<file path="src/rtl/dmem_store_buffer.sv">
// Data-memory front end: posts stores into a small FIFO drained over a req/ack bus,
// and stalls loads until the buffer is empty and the read data has returned.
module dmem_store_buffer #(
    parameter int ADDR_W     = 10,
    parameter int WBUF_DEPTH = 4
) (
    input  logic              clk_i,
    input  logic              nrst_i,
    input  logic              cpu_rd_en_i,
    input  logic              cpu_wr_en_i,
    input  logic [31:0]       cpu_addr_i,
    input  logic [63:0]       cpu_wdata_i,
    input  logic [7:0]        cpu_wmask_i,
    output logic [31:0]       cpu_rdata_o,
    output logic              cpu_stall_o,
    output logic              mem_req_o,
    output logic              mem_we_o,
    output logic [ADDR_W-1:0] mem_addr_o,
    output logic [63:0]       mem_wdata_o,
    output logic [7:0]        mem_wmask_o,
    input  logic              mem_ack_i,
    input  logic [63:0]       mem_rdata_i
);

    localparam int PTR_W = (WBUF_DEPTH > 1) ? $clog2(WBUF_DEPTH) : 1;
    localparam int CNT_W = PTR_W + 1;
    localparam int ENT_W = ADDR_W + 64 + 8;

    typedef enum logic [1:0] {IDLE, WR_BUS, RD_BUS, RD_DONE} state_e;

    state_e            state_q, state_d;
    logic [ENT_W-1:0]  fifo_mem [WBUF_DEPTH];
    logic [PTR_W-1:0]  wr_ptr_q, wr_ptr_d, rd_ptr_q, rd_ptr_d, head_idx;
    logic [CNT_W-1:0]  count_q, count_d;
    logic              req_q, req_d, we_q, we_d, rd_hi_q, rd_hi_d;
    logic [ADDR_W-1:0] addr_q, addr_d;
    logic [63:0]       wdata_q, wdata_d;
    logic [7:0]        wmask_q, wmask_d;
    logic [31:0]       rdata_q, rdata_d;
    logic              fifo_full, fifo_empty, store_req, load_req, push, pop;
    logic [ADDR_W-1:0] cpu_dw_addr;
    logic [ENT_W-1:0]  head_entry;
    logic              unused_addr_bits;

    assign cpu_dw_addr      = cpu_addr_i[ADDR_W+2:3];
    assign unused_addr_bits = ^{cpu_addr_i[31:ADDR_W+3], cpu_addr_i[1:0]};

    always_comb begin
        fifo_full   = (count_q == CNT_W'(WBUF_DEPTH));
        fifo_empty  = (count_q == '0);
        store_req   = cpu_wr_en_i && (cpu_wmask_i != 8'h00);
        load_req    = cpu_rd_en_i && !cpu_wr_en_i;
        push        = store_req && !fifo_full;
        pop         = (state_q == WR_BUS) && mem_ack_i;
        cpu_stall_o = nrst_i && ((store_req && fifo_full) ||
                                 (load_req && (state_q != RD_DONE)));
        // On a pop the next head is one slot further on, so it can be launched back to back.
        head_idx    = pop ? rd_ptr_q + PTR_W'(1) : rd_ptr_q;
    end

    assign head_entry = fifo_mem[head_idx];

    always_comb begin
        state_d  = state_q;
        req_d    = req_q;
        we_d     = we_q;
        addr_d   = addr_q;
        wdata_d  = wdata_q;
        wmask_d  = wmask_q;
        rdata_d  = rdata_q;
        rd_hi_d  = rd_hi_q;
        wr_ptr_d = push ? wr_ptr_q + PTR_W'(1) : wr_ptr_q;
        rd_ptr_d = pop  ? rd_ptr_q + PTR_W'(1) : rd_ptr_q;
        count_d  = count_q + CNT_W'(push) - CNT_W'(pop);
        case (state_q)
            IDLE: begin
                if (!fifo_empty) begin
                    state_d = WR_BUS;
                    req_d   = 1'b1;
                    we_d    = 1'b1;
                    {addr_d, wdata_d, wmask_d} = head_entry;
                end else if (push) begin
                    // Empty buffer: launch the incoming store straight from the core inputs.
                    state_d = WR_BUS;
                    req_d   = 1'b1;
                    we_d    = 1'b1;
                    {addr_d, wdata_d, wmask_d} = {cpu_dw_addr, cpu_wdata_i, cpu_wmask_i};
                end else if (load_req) begin
                    state_d = RD_BUS;
                    req_d   = 1'b1;
                    we_d    = 1'b0;
                    addr_d  = cpu_dw_addr;
                    rd_hi_d = cpu_addr_i[2];
                end
            end
            WR_BUS: begin
                if (mem_ack_i) begin
                    if ((count_q > CNT_W'(1)) && !load_req) begin
                        {addr_d, wdata_d, wmask_d} = head_entry;
                    end else begin
                        state_d = IDLE;
                        req_d   = 1'b0;
                    end
                end
            end
            RD_BUS: begin
                if (mem_ack_i) begin
                    rdata_d = rd_hi_q ? mem_rdata_i[63:32] : mem_rdata_i[31:0];
                    req_d   = 1'b0;
                    state_d = RD_DONE;
                end
            end
            RD_DONE: state_d = IDLE;
            default: state_d = IDLE;
        endcase
    end

    always_ff @(posedge clk_i) begin
        if (!nrst_i) begin
            state_q  <= IDLE;
            wr_ptr_q <= '0;
            rd_ptr_q <= '0;
            count_q  <= '0;
            req_q    <= 1'b0;
            we_q     <= 1'b0;
            addr_q   <= '0;
            wdata_q  <= '0;
            wmask_q  <= '0;
            rdata_q  <= '0;
            rd_hi_q  <= 1'b0;
        end else begin
            state_q  <= state_d;
            wr_ptr_q <= wr_ptr_d;
            rd_ptr_q <= rd_ptr_d;
            count_q  <= count_d;
            req_q    <= req_d;
            we_q     <= we_d;
            addr_q   <= addr_d;
            wdata_q  <= wdata_d;
            wmask_q  <= wmask_d;
            rdata_q  <= rdata_d;
            rd_hi_q  <= rd_hi_d;
        end
    end

    always_ff @(posedge clk_i) begin
        if (nrst_i && push) begin
            fifo_mem[wr_ptr_q] <= {cpu_dw_addr, cpu_wdata_i, cpu_wmask_i};
        end
    end

    assign cpu_rdata_o = rdata_q;
    assign mem_req_o   = req_q;
    assign mem_we_o    = we_q;
    assign mem_addr_o  = addr_q;
    assign mem_wdata_o = wdata_q;
    assign mem_wmask_o = wmask_q;

endmodule

</file>
<file path="config.mk">
export PLATFORM = sky130hd
export DESIGN_NAME = dmem_store_buffer
export DESIGN_NICKNAME = d
export VERILOG_FILES = /design/src/rtl/dmem_store_buffer.sv
export SDC_FILE = /design/constraint.sdc
export NUM_CORES = 1
export LEC_CHECK = 0
export ABC_AREA = 1
export CAP_MARGIN = 25
export CORE_MARGIN = 4
export CORE_UTILIZATION = 47
export CTS_CLUSTER_SIZE = 24
export DETAILED_ROUTE_END_ITERATION = 12
export PLACE_DENSITY = 0.74
export SLEW_MARGIN = 20
export SYNTH_ARGS = -nofsm -noshare
export SYNTH_HDL_FRONTEND = slang
export SYNTH_SLANG_ARGS = --single-unit
</file>
<file path="constraint.sdc">
create_clock -name clk_i -period 5.19 [get_ports clk_i]
set_clock_uncertainty 0.2 [all_clocks]
set_input_delay 0.7785 -clock clk_i [delete_from_list [all_inputs] [get_ports clk_i]]
set_output_delay 0.7785 -clock clk_i [all_outputs]
set_load 0.02 [all_outputs]
</file>
==> out/metrics.yaml <==
synth.area.top_cells: "edfxtp_1 (51%), nand2_1 (14%), dfxtp_1 (13%), nand3_1 (4.7%), a21oi_1 (3.9%)"
pwr-share-comb: 0.406
synth_sequential_area_ratio: 0.641
num_rows: 73
period_share: 0.721
total_power_mw: 13.4
place_area_sq_um: 22200
postRouteAntennaNets: 0
cp_data_arrival_time_ps: 2770
min_path_cells: 2
ys_warn_count: 0
antenna_found_initial: 6
syn_area_sq_um: 19300
max-slew-margin-rel: 0.283
cts_tree: "yes"
grtUsageTotal: 0.211
postCtsHoldBufs: 0
dieArea_sq_um: 44400
r2r_setup_slack_ps: 1550
drc_errors: 0
cts.repair.resized: 0
cts.sink_count: 454
switching_power_mw: 5.14
grt_pass1_wl_um: 75000
ir_drop_mv: 0.579
finalInstanceArea_sq_um: 23900
ys_ff_latch: 454
final_cell_mix: "nand2_1 (736), edfxtp_1 (328), clkdlybuf4s50_1 (267)"
clk_path_buf_depth: 3
hold_viol_final: 0
post_cts_buffers: 0
routedWlPerCell_um: 17.0
fmax_mhz: 267
r2r-start: "state_q[1]$_SDFFE_PN0P_"
setup_tns_ps: 0
synth_cell_types: 25
syn-num-nets: 2232
drive_above_1_share: 0.0461
cap_violations: 0
min_from: "mem_we_o$_SDFFE_PN0P_"
start_util: 0.480
end_kind: "output port"
routed_via_density: 5.10
power_leakage_nw: 9.56
cts_buffers: 47
p_int_mw: 8.28
synthDominantCellAreaShare: 0.511
num_vias: 14400
power_density_nw_per_um2: 562
grt_pass1_vias: 14300
clock_latency_ps: 560
p_sw_frac: 0.383
io_buffers: 268
yosys.area.top_type: "edfxtp_1"
cp_max_fo: 6
slew_viol_final: 0
worst_pin_slew_ps: 1070
worstSetupStartpoint: "cpu_wmask_i[7]"
grt_overflow_total: 0
layout_min_cycle_time_ps: 3740
num_io_pins: 290
ff2ff_path_depth: 10
criticalPathCategory: "input port to output port"
setup_violations: 0
seqPwrFrac: 0.339
cp.required_ps: 4210
routed_wl_um: 47900
design.core.area_sq_um: 40200
drtIter0Drc: 949
htreeDepth: 2
path_clk_slew_ps: 60
status: "completed"
die_x_um: 211
hpwl_um: 26900
postSynthCellCount: 2045
holdPathEnd: "mem_we_o$_SDFFE_PN0P_"
area_growth_pct: 23.8
globalplace.congestion: 0.785
grt_max_degree: 155
fin_nets: 2448
die_h_um: 211
min_path_type: "flip-flop to flip-flop"
crit_path_start_kind: "input port"
layout_commonest_cell: "nand2_1"
syn_avg_cell_area_sq_um: 9.43
cts_root_buffer: "clkbuf_16"
rr_endpoint: "mem_wdata_o[41]$_SDFFE_PN0P_"
drt_pass1_iterations: 6
power_frac_clock: 0.255
rsz0062_at_grt: "false"
## final cells by class
class,instances,area [sq um]
inverters,155,588
repair buffers,288,2930
multi-input cells,1315,5740
flip-flops and latches,454,12400
clock buffers,70,1370
diodes,2,5.00
fillers,3303,16300
well taps,525,657
clock inverters,17,225
## synth_stat cells
cell type	number
o22ai_1	1
buf_6	17
nand3b_1	1
ha_1	13
buf_4	9
dfxtp_1	126
nand3_2	2
fa_1	1
nand4_1	4
inv_1	152
o21ai_0	4
clkbuf_1	32
edfxtp_1	328
xor2_1	1
nor2_1	182
inv_2	3
buf_1	11
buf_2	52
o21bai_1	1
o211ai_1	32
nand2_1	737
a21oi_2	1
a21oi_1	150
nand2_2	3
nand3_1	182
## routing by layer
layer	track usage	up-vias	routed length [um]
met1	0.261	6676	19200
li1	-	7111	-
met3	0.0548	86	4230
met4	0.0729	8	1300
met5	0	-	57
met2	0.363	519	23100
## worst max-delay path, stage by stage
cell and delay (ps):
clkdlybuf4s50_1 560, inv_1 120, nand2_1 80, nor2_1 40, nand2_1 100, nand2_1 140, o22ai_1 150, inv_1 60
nor2_1 90, clkdlybuf4s50_1 640
## worst max-delay path by stage
stage                                        end  slack (ps)  cells after the start
floorplan               fifo_mem[0][0]$_DFFE_PP_        -380                      4
global placement    mem_wdata_o[29]$_SDFFE_PN0P_        1350                     12
detailed placement  mem_wdata_o[27]$_SDFFE_PN0P_        1260                     12
CTS                                  cpu_stall_o        1450                     10
global route        mem_wdata_o[41]$_SDFFE_PN0P_        1310                     10
finish                               cpu_stall_o        1450                     10
## per-stage QoR
step                      hold WS (ps)  instances   util  worst slack, ps
after floorplan                    278       2045      -             -381
after global placement             258       2735  0.553             1350
after detailed placement           264       2735  0.553             1260
after CTS                          275       2822  0.593             1450
after global routing               301       2826  0.594             1310
final                              270       2826  0.594             1450
## cells by family after synthesis
logic type / synth area share
simple gates: 0.230
xor+xnor: 0.000454
flops: 0.641
fa+ha+maj: 0.00947
buf+inv: 0.0654
compound gates: 0.0536
## power groups by stage
stage | clock network [mW] | registers (mW) | logic, mW
global route | 3.64 | 4.59 | 6.13
finish | 3.42 | 4.55 | 5.45
CTS | 3.49 | 4.56 | 5.51
detailed placement | 0 | 4.63 | 5.47
global placement | 0 | 4.61 | 5.36
floorplan | 0 | 4.93 | 3.48
## state kept, by name, summed over array words and instances, names as in the netlist, 2 cells and up
name,count
cpu_rdata_o,32
wr_ptr_q,2
count_q,3
state_q,2
mem_wmask_o,8
fifo_mem,328
rd_ptr_q,2
mem_addr_o,10
mem_wdata_o,64
(Power assumes the default switching activity.)
